`src/rtl/vending_control_param_if.sv`:
```
// Signal bundle between the vending controller, the front panel/coin acceptor and the dispenser/hopper.
interface vending_control_param_if #(
   parameter int unsigned N_ITEMS = 4,
   parameter int unsigned MONEY_W = 8,
   parameter int unsigned STOCK_W = 4
);
   localparam int unsigned ITEM_W = (N_ITEMS > 1) ? $clog2(N_ITEMS) : 1;

   logic               start;
   logic               cancel;
   logic               item_valid;
   logic [ITEM_W-1:0]  item_in;
   logic               coin_valid;
   logic [2:0]         money;
   logic               done_money;
   logic               continue_buy;
   logic               change_ack;
   logic               restock_en;
   logic [ITEM_W-1:0]  restock_item;
   logic [STOCK_W-1:0] restock_qty;
   logic [2:0]         state;
   logic [ITEM_W-1:0]  item_select;
   logic [MONEY_W-1:0] price;
   logic [MONEY_W-1:0] sum_money;
   logic [MONEY_W-1:0] change;
   logic               change_valid;
   logic               out_stock;
   logic               sum_ovf;
   logic               done;
   logic               end_trans;

   modport master (
      output start, cancel, item_valid, item_in, coin_valid, money, done_money,
             continue_buy, change_ack, restock_en, restock_item, restock_qty,
      input  state, item_select, price, sum_money, change, change_valid,
             out_stock, sum_ovf, done, end_trans
   );

   modport slave (
      input  start, cancel, item_valid, item_in, coin_valid, money, done_money,
             continue_buy, change_ack, restock_en, restock_item, restock_qty,
      output state, item_select, price, sum_money, change, change_valid,
             out_stock, sum_ovf, done, end_trans
   );
endinterface

```
`src/rtl/vending_control_param.sv`:
```
// Vending transaction controller: item select with per-item stock, coin accumulation,
// price compare, refund on cancel, and change delivery over a valid/ack handshake.
module vending_control_param #(
   parameter int unsigned N_ITEMS    = 4,
   parameter int unsigned MONEY_W    = 8,
   parameter int unsigned STOCK_W    = 4,
   parameter int unsigned STOCK_INIT = 5,
   parameter int unsigned PRICE_BASE = 10,
   parameter int unsigned PRICE_STEP = 5
) (
   input  logic                    clk,
   input  logic                    reset_n,
   vending_control_param_if.slave  bus
);
   localparam int unsigned ITEM_W = (N_ITEMS > 1) ? $clog2(N_ITEMS) : 1;
   localparam int unsigned SUM_W  = MONEY_W + 5;
   localparam int unsigned STK_W  = STOCK_W + 1;
   localparam logic [MONEY_W-1:0] MONEY_MAX = '1;
   localparam logic [STOCK_W-1:0] STOCK_MAX = '1;

   typedef enum logic [2:0] {
      S_IDLE          = 3'd0,
      S_SELECT        = 3'd1,
      S_RECEIVE_MONEY = 3'd2,
      S_COMPARE       = 3'd3,
      S_PROCESS       = 3'd4,
      S_RETURN_CHANGE = 3'd5
   } state_t;

   state_t             state_q, state_d;
   logic [ITEM_W-1:0]  item_q, item_d;
   logic [MONEY_W-1:0] price_q, price_d;
   logic [MONEY_W-1:0] sum_q, sum_d;
   logic [MONEY_W-1:0] change_q, change_d;
   logic               chg_vld_q, chg_vld_d;
   logic               out_stock_q, out_stock_d;
   logic               ovf_q, ovf_d;
   logic               done_q, done_d;
   logic               end_q, end_d;
   logic               vend_q, vend_d;
   logic [STOCK_W-1:0] stock_q [N_ITEMS];
   logic [STOCK_W-1:0] stock_d [N_ITEMS];
   logic [STK_W-1:0]   stock_net_c [N_ITEMS];

   logic               vend_dec_c;
   logic               item_ok_c;
   logic [4:0]         denom_c;
   logic [SUM_W-1:0]   coin_sum_c;
   logic               add_ovf_c;
   logic [MONEY_W-1:0] sum_add_c;

   // Price table entry, saturated to the money width.
   function automatic logic [MONEY_W-1:0] price_of(input logic [ITEM_W-1:0] idx);
      logic [63:0] p;
      p = 64'(PRICE_BASE) + 64'(idx) * 64'(PRICE_STEP);
      if (p > 64'(MONEY_MAX)) return MONEY_MAX;
      return MONEY_W'(p);
   endfunction

   // Coin decode and saturating add.
   always_comb begin
      denom_c = 5'd0;
      case (bus.money)
         3'b001:  denom_c = 5'd5;
         3'b010:  denom_c = 5'd10;
         3'b100:  denom_c = 5'd20;
         default: denom_c = 5'd0;
      endcase
      coin_sum_c = SUM_W'(sum_q) + SUM_W'(denom_c);
      add_ovf_c  = coin_sum_c > SUM_W'(MONEY_MAX);
      sum_add_c  = add_ovf_c ? MONEY_MAX : MONEY_W'(coin_sum_c);
   end

   assign item_ok_c = (32'(bus.item_in) < N_ITEMS) && (stock_q[bus.item_in] != '0);

   // Next-state and output decode.
   always_comb begin
      state_d     = state_q;
      item_d      = item_q;
      price_d     = price_q;
      sum_d       = sum_q;
      change_d    = change_q;
      chg_vld_d   = chg_vld_q;
      ovf_d       = ovf_q;
      vend_d      = vend_q;
      out_stock_d = 1'b0;
      done_d      = 1'b0;
      end_d       = 1'b0;
      vend_dec_c  = 1'b0;

      case (state_q)
         S_IDLE: begin
            if (bus.start) state_d = S_SELECT;
         end
         S_SELECT: begin
            if (bus.cancel) begin
               state_d = S_IDLE;
            end else if (bus.item_valid) begin
               if (item_ok_c) begin
                  item_d  = bus.item_in;
                  price_d = price_of(bus.item_in);
                  state_d = S_RECEIVE_MONEY;
               end else begin
                  out_stock_d = 1'b1;
               end
            end
         end
         S_RECEIVE_MONEY: begin
            if (bus.coin_valid) begin
               sum_d = sum_add_c;
               if (add_ovf_c) ovf_d = 1'b1;
            end
            if (bus.cancel) begin
               vend_d    = 1'b0;
               change_d  = sum_d;
               chg_vld_d = (sum_d != '0);
               state_d   = S_RETURN_CHANGE;
            end else if (bus.done_money) begin
               state_d = S_COMPARE;
            end
         end
         S_COMPARE: begin
            if (sum_q >= price_q) begin
               vend_d     = 1'b1;
               vend_dec_c = 1'b1;
               change_d   = sum_q - price_q;
               chg_vld_d  = (sum_q != price_q);
               state_d    = S_RETURN_CHANGE;
            end else begin
               state_d = S_PROCESS;
            end
         end
         S_PROCESS: begin
            if (bus.cancel) begin
               vend_d    = 1'b0;
               change_d  = sum_q;
               chg_vld_d = (sum_q != '0);
               state_d   = S_RETURN_CHANGE;
            end else begin
               state_d = S_RECEIVE_MONEY;
            end
         end
         S_RETURN_CHANGE: begin
            if (!chg_vld_q || bus.change_ack) begin
               done_d    = vend_q;
               end_d     = 1'b1;
               sum_d     = '0;
               price_d   = '0;
               change_d  = '0;
               chg_vld_d = 1'b0;
               ovf_d     = 1'b0;
               vend_d    = 1'b0;
               state_d   = bus.continue_buy ? S_SELECT : S_IDLE;
            end
         end
         default: state_d = S_IDLE;
      endcase
   end

   // Stock update: restock add and vend decrement combine before saturating.
   always_comb begin
      for (int unsigned i = 0; i < N_ITEMS; i++) begin
         stock_net_c[i] = {1'b0, stock_q[i]};
         if (bus.restock_en && (32'(bus.restock_item) == i))
            stock_net_c[i] = stock_net_c[i] + STK_W'(bus.restock_qty);
         if (vend_dec_c && (32'(item_q) == i))
            stock_net_c[i] = stock_net_c[i] - STK_W'(1);
         stock_d[i] = (stock_net_c[i] > STK_W'(STOCK_MAX)) ? STOCK_MAX : STOCK_W'(stock_net_c[i]);
      end
   end

   always_ff @(posedge clk or negedge reset_n) begin
      if (!reset_n) begin
         state_q     <= S_IDLE;
         item_q      <= '0;
         price_q     <= '0;
         sum_q       <= '0;
         change_q    <= '0;
         chg_vld_q   <= 1'b0;
         out_stock_q <= 1'b0;
         ovf_q       <= 1'b0;
         done_q      <= 1'b0;
         end_q       <= 1'b0;
         vend_q      <= 1'b0;
         for (int unsigned i = 0; i < N_ITEMS; i++) stock_q[i] <= STOCK_W'(STOCK_INIT);
      end else begin
         state_q     <= state_d;
         item_q      <= item_d;
         price_q     <= price_d;
         sum_q       <= sum_d;
         change_q    <= change_d;
         chg_vld_q   <= chg_vld_d;
         out_stock_q <= out_stock_d;
         ovf_q       <= ovf_d;
         done_q      <= done_d;
         end_q       <= end_d;
         vend_q      <= vend_d;
         for (int unsigned i = 0; i < N_ITEMS; i++) stock_q[i] <= stock_d[i];
      end
   end

   assign bus.state        = state_q;
   assign bus.item_select  = item_q;
   assign bus.price        = price_q;
   assign bus.sum_money    = sum_q;
   assign bus.change       = change_q;
   assign bus.change_valid = chg_vld_q;
   assign bus.out_stock    = out_stock_q;
   assign bus.sum_ovf      = ovf_q;
   assign bus.done         = done_q;
   assign bus.end_trans    = end_q;
endmodule

```
`src/flat_wrapper.sv`:
```
// flat-port wrapper written by rule: the top's interface ports become plain ports
module vending_control_param_flat 
#(
   parameter int unsigned N_ITEMS    = 4,
   parameter int unsigned MONEY_W    = 8,
   parameter int unsigned STOCK_W    = 4,
   parameter int unsigned STOCK_INIT = 5,
   parameter int unsigned PRICE_BASE = 10,
   parameter int unsigned PRICE_STEP = 5
)
  (clk, reset_n, bus_start, bus_cancel, bus_item_valid, bus_item_in, bus_coin_valid, bus_money, bus_done_money, bus_continue_buy, bus_change_ack, bus_restock_en, bus_restock_item, bus_restock_qty, bus_state, bus_item_select, bus_price, bus_sum_money, bus_change, bus_change_valid, bus_out_stock, bus_sum_ovf, bus_done, bus_end_trans);
  vending_control_param_if #(.N_ITEMS(N_ITEMS), .MONEY_W(MONEY_W), .STOCK_W(STOCK_W)) bus_i ();
  input  logic clk;
  input  logic reset_n;
  input wire logic [$bits(bus_i.start)-1:0] bus_start;
  input wire logic [$bits(bus_i.cancel)-1:0] bus_cancel;
  input wire logic [$bits(bus_i.item_valid)-1:0] bus_item_valid;
  input wire logic [$bits(bus_i.item_in)-1:0] bus_item_in;
  input wire logic [$bits(bus_i.coin_valid)-1:0] bus_coin_valid;
  input wire logic [$bits(bus_i.money)-1:0] bus_money;
  input wire logic [$bits(bus_i.done_money)-1:0] bus_done_money;
  input wire logic [$bits(bus_i.continue_buy)-1:0] bus_continue_buy;
  input wire logic [$bits(bus_i.change_ack)-1:0] bus_change_ack;
  input wire logic [$bits(bus_i.restock_en)-1:0] bus_restock_en;
  input wire logic [$bits(bus_i.restock_item)-1:0] bus_restock_item;
  input wire logic [$bits(bus_i.restock_qty)-1:0] bus_restock_qty;
  output wire logic [$bits(bus_i.state)-1:0] bus_state;
  output wire logic [$bits(bus_i.item_select)-1:0] bus_item_select;
  output wire logic [$bits(bus_i.price)-1:0] bus_price;
  output wire logic [$bits(bus_i.sum_money)-1:0] bus_sum_money;
  output wire logic [$bits(bus_i.change)-1:0] bus_change;
  output wire logic [$bits(bus_i.change_valid)-1:0] bus_change_valid;
  output wire logic [$bits(bus_i.out_stock)-1:0] bus_out_stock;
  output wire logic [$bits(bus_i.sum_ovf)-1:0] bus_sum_ovf;
  output wire logic [$bits(bus_i.done)-1:0] bus_done;
  output wire logic [$bits(bus_i.end_trans)-1:0] bus_end_trans;
  assign bus_i.start = bus_start;
  assign bus_i.cancel = bus_cancel;
  assign bus_i.item_valid = bus_item_valid;
  assign bus_i.item_in = bus_item_in;
  assign bus_i.coin_valid = bus_coin_valid;
  assign bus_i.money = bus_money;
  assign bus_i.done_money = bus_done_money;
  assign bus_i.continue_buy = bus_continue_buy;
  assign bus_i.change_ack = bus_change_ack;
  assign bus_i.restock_en = bus_restock_en;
  assign bus_i.restock_item = bus_restock_item;
  assign bus_i.restock_qty = bus_restock_qty;
  assign bus_state = bus_i.state;
  assign bus_item_select = bus_i.item_select;
  assign bus_price = bus_i.price;
  assign bus_sum_money = bus_i.sum_money;
  assign bus_change = bus_i.change;
  assign bus_change_valid = bus_i.change_valid;
  assign bus_out_stock = bus_i.out_stock;
  assign bus_sum_ovf = bus_i.sum_ovf;
  assign bus_done = bus_i.done;
  assign bus_end_trans = bus_i.end_trans;
  vending_control_param #(.N_ITEMS(N_ITEMS), .MONEY_W(MONEY_W), .STOCK_W(STOCK_W), .STOCK_INIT(STOCK_INIT), .PRICE_BASE(PRICE_BASE), .PRICE_STEP(PRICE_STEP)) u_core (.clk(clk), .reset_n(reset_n), .bus(bus_i));
endmodule
```
`config.mk`:
```
export PLATFORM = sky130hd
export DESIGN_NAME = vending_control_param_flat
export DESIGN_NICKNAME = d
export VERILOG_FILES = /design/src/rtl/vending_control_param_if.sv /design/src/rtl/vending_control_param.sv /design/src/flat_wrapper.sv
export SDC_FILE = /design/constraint.sdc
export NUM_CORES = 1
export LEC_CHECK = 0
export CAP_MARGIN = 30
export CELL_PAD_IN_SITES_DETAIL_PLACEMENT = 2
export CELL_PAD_IN_SITES_GLOBAL_PLACEMENT = 2
export CORE_MARGIN = 2
export CORE_UTILIZATION = 37
export DETAILED_ROUTE_END_ITERATION = 10
export PLACE_DENSITY_LB_ADDON = 0.2
export SYNTH_ARGS = -nofsm -noshare
export SYNTH_HDL_FRONTEND = slang
export SYNTH_SLANG_ARGS = --single-unit
export TNS_END_PERCENT = 20
```
`constraint.sdc`:
```
create_clock -name clk -period 7.6 [get_ports clk]
set_input_delay 2.28 -clock clk [delete_from_list [all_inputs] [get_ports clk]]
set_output_delay 2.28 -clock clk [all_outputs]
set_load 0.01 [all_outputs]
```
==> flow_metrics.tcl, run 1 <==
set metrics [dict create \
    outcome "finished, final reports clean" \
    cts_setup_buffers 0 \
    cts_tree "yes" \
    synthCells 503 \
    relSlewSlack_pct 38.10 \
    muxShareOfSynthArea_pct 4.945 \
    grt.total_usage_pct 24.85 \
    wl_um 15140 \
    yosys.area.top_type "dfrtp_1" \
    num_rows 39 \
    yosysWarningCount 0 \
    dr.pass1.iters 4 \
    seq_power_share_pct 26.6 \
    synth_top_family_by_area "simple AND/OR/NAND/NOR gates" \
    r2r_setup_slack_ns 4.19 \
    synth_fa_ha_area_share_pct 12.03 \
    avgSynthCellArea_um2 8.602 \
    n_fill_cell 1271 \
    post_dp_cell_area_mm2 0.004961 \
    grt_max_degree 49 \
    gr-total-overflow 0 \
    synth_top_area_share_pct 23.13 \
    ios 55 \
    period_needed_ns 4.895 \
    critPathMaxFanout 8 \
    drv_cap 0 \
    async_flop_share_pct 100.0 \
    drive_gt1_share_pct 9.619 \
    synth-simple-area-share_pct 23.89 \
    power.internal_mw 1.036 \
    crit_start "bus_money[0]" \
    clock_skew_ns 0.005857 \
    clock-sinks 48 \
    p_clk_share_pct 13.3 \
    fin_crit_sh_pct 64.41 \
    critPathKind "input port to register" \
    grt_pass1_vias 4578 \
    switchingPower_uw 937.3 \
    clockBufferDepth 2 \
    worstHoldPathType "register to register" \
    synth.ff_latch_count 48 \
    final_cell_mix "50 x clkdlybuf4s50_1, 44 x nor2_1, 40 x dfrtp_1" \
    cts.clk_slew.worst_paths_ns 0.07 \
    worstReg2RegEnd "u_core.bus.change[7]" \
    die_y_um 112.1 \
    syn_to_final_growth_pct 18.45 \
    hpwl_um 11260 \
    endpoint "u_core.bus.change_valid" \
    critPathCaptureType "register" \
    hold_viol 0 \
    final_cell_area_mm2 0.005125 \
    rsz0062_at_grt "no" \
    clock_latency_ns 0.30 \
    final_common_cell "clkdlybuf4s50_1" \
    pwr_density_cell_mw_per_mm2 385.0 \
    synth-compound-area-share_pct 22.73 \
    cts_made_buffers 5 \
    vias_per_cell 5.909 \
    yosysSeqAreaShare_pct 27.99 \
    timing.fmax_mhz 204.3 \
    vias 4101 \
    worst_slew_pin_slew_ns 0.9258 \
    setup_viol 0 \
    synth_flop_cell "dfrtp_1" \
    diodes 0 \
    drv_slew 0 \
    cts_resized 0 \
    grt_pass1_wl_um 25190 \
    whs_ns 0.4875 \
    wl_per_cell_um 21.81 \
    synth.cell_area_mm2 0.004327 \
    synth.distinct_cells 81 \
    startpoint_type "input port" \
    p_leak_nw 2.170 \
    coreArea_mm2 0.01142 \
    yosys-top-cells-area "dfrtp_1 23%, ha_1 9.3%, dfstp_2 4.9%, nor2_1 3.8%, o21ai_0 3.5%" \
    swShare_pct 47.51 \
    drt-initial-drc-count 153 \
    worstPathArrival_ns 5.06 \
    cp.required_ns 7.77 \
    grt_antenna_before_repair 0 \
    fp.dieArea_mm2 0.01257 \
    r2r-start "u_core.bus.sum_money[0]" \
    place.gp.congestion 0.8322 \
    io_buffers 51 \
    ant_nets 0 \
    reg2regPathDepth 10 \
    hold_buffers 0 \
    pwr-share-comb_pct 60.1 \
    fin_nets 609 \
    synth_xor_area_share_pct 3.441 \
    ir_drop_mv 0.1455 \
    finalSetupTns_ns 0 \
    root_buffer "clkbuf_16" \
    htree_levels 2 \
    remaining_drc_errors 0 \
    die_x_um 112.1 \
    synth_edf_count 0 \
    initial_utilization_pct 37.89 \
]
==> worst min-delay path by stage <==
stage                         start              endpoint  slack, ns  depth (start not counted)
2_1_floorplan         u_core.vend_q         u_core.vend_q       0.44                          2
5_1_grt        u_core.bus.change[0]  u_core.bus.change[0]       0.53                          2
3_5_place_dp   u_core.bus.change[0]  u_core.bus.change[0]       0.48                          2
3_3_place_gp   u_core.bus.change[0]  u_core.bus.change[0]       0.47                          2
4_1_cts        u_core.bus.change[0]  u_core.bus.change[0]       0.49                          2
6_report       u_core.bus.change[0]  u_core.bus.change[0]       0.49                          2
==> state kept, by name, indices dropped and copies added (netlist names) <==
register and cells:
u_core.bus.done 1, u_core.bus.change_valid 1, u_core.bus.item_select 2, u_core.bus.state 3, u_core.bus.price 5, u_core.bus.sum_money 8, u_core.vend_q 1, u_core.stock_q 16
u_core.bus.out_stock 1, u_core.bus.sum_ovf 1, u_core.bus.change 8, u_core.bus.end_trans 1
==> power groups by stage <==
stage	Clock, mW	Sequential [mW]	Combinational, mW
CTS	0.268	0.525	1.19
finish	0.262	0.525	1.19
floorplan	0	0.482	0.774
global placement	0	0.517	1.09
global route	0.273	0.546	1.32
detailed placement	0	0.525	1.16
==> layer usage <==
| metal | GRT usage (%) | up-vias | share of wire [%] |
|---|---|---|---|
| li1 | - | 1936 | - |
| met2 | 41.93 | 81 | 48 |
| met4 | 3.902 | 0 | 0.65 |
| met1 | 34.73 | 2077 | 47 |
| met3 | 3.510 | 7 | 4.1 |
| met5 | 0 | - | 0 |
==> cell families after synthesis <==
family | count (synthesis)
adders and majority gates | 38
DFF | 48
muxes | 19
other | 1
xor gates and xnor gates | 17
and+or+nand+nor | 189
AOI/OAI and AO/OA | 141
buffers and inverters | 50
==> worst max-delay path: stages <==
cell	delay, ns
clkdlybuf4s50_1	0.44
nor3b_1	0.17
or2_2	0.30
ha_1	0.37
a211o_1	0.32
a21oi_1	0.32
nor2_1	0.24
or3_1	0.40
a21oi_1	0.14
a31oi_1	0.10
==> area by class of cell <==
cell class | instances | area, µm² | share of cell area (%)
repair buffers | 55 | 535.5 | 10.45
flip-flops and latches | 48 | 1211 | 23.63
clock inverters | 2 | 35.03 | 0.6836
inverters | 33 | 123.9 | 2.417
multi-input cells | 407 | 2912 | 56.81
well taps | 143 | 178.9 | 3.491
clock buffers | 6 | 128.9 | 2.515
==> metrics by stage <==
step           total power [mW]  utilization [%]  worst slack [ns]  cells
3_3_place_gp              1.608            43.45             2.529    686
5_1_grt                   2.134            44.88             2.465    694
4_1_cts                   1.983            44.88             2.703    694
6_report                  1.973            44.88             2.705    694
3_5_place_dp              1.687            43.45             2.390    686
2_1_floorplan             1.256                -             3.151    505
==> cell usage after synthesis, drive strengths merged, types with 9 or more instances <==
library cell and number:
a21oi 27, buf 9, dfrtp 40, ha 32, inv 33, mux2i 13, nand2 30, nand2b 11
nand3 27, nor2 45, nor2b 9, nor3 13, o21ai 31, xnor2 10
(Power assumes the default switching activity.)
==> run 2, diff against run 1 <==
Settings changed: CORE_UTILIZATION 37 to 31.
Clock period 7.6 ns to 4.5 ns, I/O delays scaled along.
==> run 2 against run 1 <==
Effect of this change:
- design area rose by 2.0%
- utilization fell by 6.9 points
- sequential share of layout area fell by 0.47 points
- hold slack got worse by 0.00099 ns
- cell count rose by 6.1%
- sequential cell count did not move
- clock skew rose by 0.0012 ns
- routed wire length fell by 5.2%
- non-clock buffer count rose by 5
- clock power rose by 74%
- critical path depth did not move
- setup slack got worse by 2.3 ns
- critical path type unchanged
- largest cell class unchanged
==> flow_metrics.tcl, run 2 (synthesized netlist as in run 1, its figures left out) <==
set metrics [dict create \
    startpoint_type "input port" \
    drive_gt1_share_pct 10.61 \
    gr-total-overflow 0 \
    p_total_mw 3.269 \
    ir_drop_mv 0.1909 \
    setup_viol 0 \
    final_cell_mix "50 x clkdlybuf4s50_1, 44 x nor2_1, 40 x dfrtp_1" \
    grt_pass1_vias 4385 \
    clock_latency_ns 0.31 \
    io_buffers 51 \
    fin_nets 614 \
    fp.dieArea_mm2 0.01492 \
    finalSetupTns_ns 0 \
    slowest_delay_ns 0.46 \
    diodes 0 \
    ant_nets 0 \
    drv_cap 0 \
    dr.pass1.iters 4 \
    worstHoldPathType "register to register" \
    drt-initial-drc-count 157 \
    utilization_pct 37.96 \
    path_cells "clkdlybuf4s50_1 > nor3b_1 > or2_2 > ha_1 > a211o_1 > a21oi_1 > nor2_1 > o22a_1 > a211oi_1 > o31ai_1" \
    outcome "finished, final reports clean" \
    timing.fmax_mhz 247.2 \
    critPathCaptureType "register" \
    period_needed_ns 4.045 \
    relSlewSlack_pct 40.85 \
    worstPathArrival_ns 4.20 \
    critPathKind "input port to register" \
    grt_antenna_before_repair 0 \
    fin_crit_sh_pct 89.90 \
    regMostFlops "u_core.stock_q" \
    root_buffer "clkbuf_16" \
    die_y_um 122.1 \
    clockBufferDepth 2 \
    grt_pass1_wl_um 23340 \
    pwr_density_cell_mw_per_mm2 625.2 \
    htree_levels 2 \
    drv_slew 0 \
    wl_um 14350 \
    die_x_um 122.1 \
    cts_setup_buffers 0 \
    cts_made_buffers 5 \
    cts.clk_slew.worst_paths_ns 0.07 \
    ios 55 \
    syn_to_final_growth_pct 20.85 \
    clock-sinks 48 \
    vias_per_cell 5.539 \
    crit_slowest_cell "clkdlybuf4s50_1" \
    grt.total_usage_pct 20.21 \
    p_leak_nw 2.197 \
    hold_buffers 0 \
    cts_tree "yes" \
    clock_skew_ns 0.007053 \
    wl_per_cell_um 19.50 \
    largest_reg_flops 16 \
    num_rows 43 \
    cp.required_ns 4.66 \
    cts_resized 0 \
    final_common_cell "clkdlybuf4s50_1" \
    hpwl_um 11390 \
    hold_viol 0 \
    place.gp.congestion 0.8100 \
    remaining_drc_errors 0 \
    worst_slew_pin_slew_ns 0.8846 \
    critPathMaxFanout 8 \
    rsz0062_at_grt "no" \
    initial_utilization_pct 31.41 \
    coreArea_mm2 0.01377 \
    grt_max_degree 26 \
    vias 4077 \
]
[run 2: worst paths after layout]
check	startpoint	to	slack (ns)	cells after the start
max reg2reg	u_core.bus.sum_money[0]	u_core.bus.change[2]	1.15	9
min reg2reg	u_core.vend_q	u_core.vend_q	0.49	2
min in group asynchronous	reset_n	u_core.stock_q[7]	1.01	1
max	bus_money[0]	u_core.bus.change[0]	0.45	10
max in group asynchronous	reset_n	u_core.stock_q[0]	2.75	3
min	u_core.vend_q	u_core.vend_q	0.49	2
[run 2: critical path, delay by kind of cell]
family	cells	cell delay, ns
fa+ha+maj	1	0.37
buf+inv	1	0.46
compound gates	5	1.30
simple gates	3	0.72
[run 2: power by group]
part / leakage (nW) / switching (mW) / internal [mW]
clock: 0.0804 / 0.191 / 0.265
combinational: 1.53 / 1.08 / 0.859
sequential: 0.588 / 0.245 / 0.625
[run 2: stage by stage]
step	instance area [µm²]	std cells	setup WS (ns)	hold WS, ns
2_1_floorplan	4334	505	0.9807	0.4418
3_3_place_gp	5037	727	0.3584	0.4662
3_5_place_dp	5057	728	0.1822	0.4735
4_1_cts	5229	736	0.4914	0.4886
5_1_grt	5229	736	0.3403	0.5104
6_report	5229	736	0.4545	0.4865
[run 2: metal layers]
metal / up-vias / part of all wire [%] / wire length (µm) / GRT usage, %
li1: 1963 / - / - / -
met1: 2057 / 44 / 6373 / 24.21
met2: 48 / 53 / 7553 / 38.06
met3: 9 / 1.8 / 258 / 2.575
met4: 0 / 1.2 / 167 / 4.741
met5: - / 0 / 0 / 0
[run 2: layout make-up]
type / instances / area [µm²]
Timing Repair Buffer: 60 / 585.6
Clock buffer: 5 / 125.1
Clock inverter: 3 / 46.29
Multi-Input combinational cell: 407 / 2912
Sequential cell: 48 / 1211
Inverter: 33 / 123.9
Tap cell: 180 / 225.2
Fill cell: 1585 / 8544
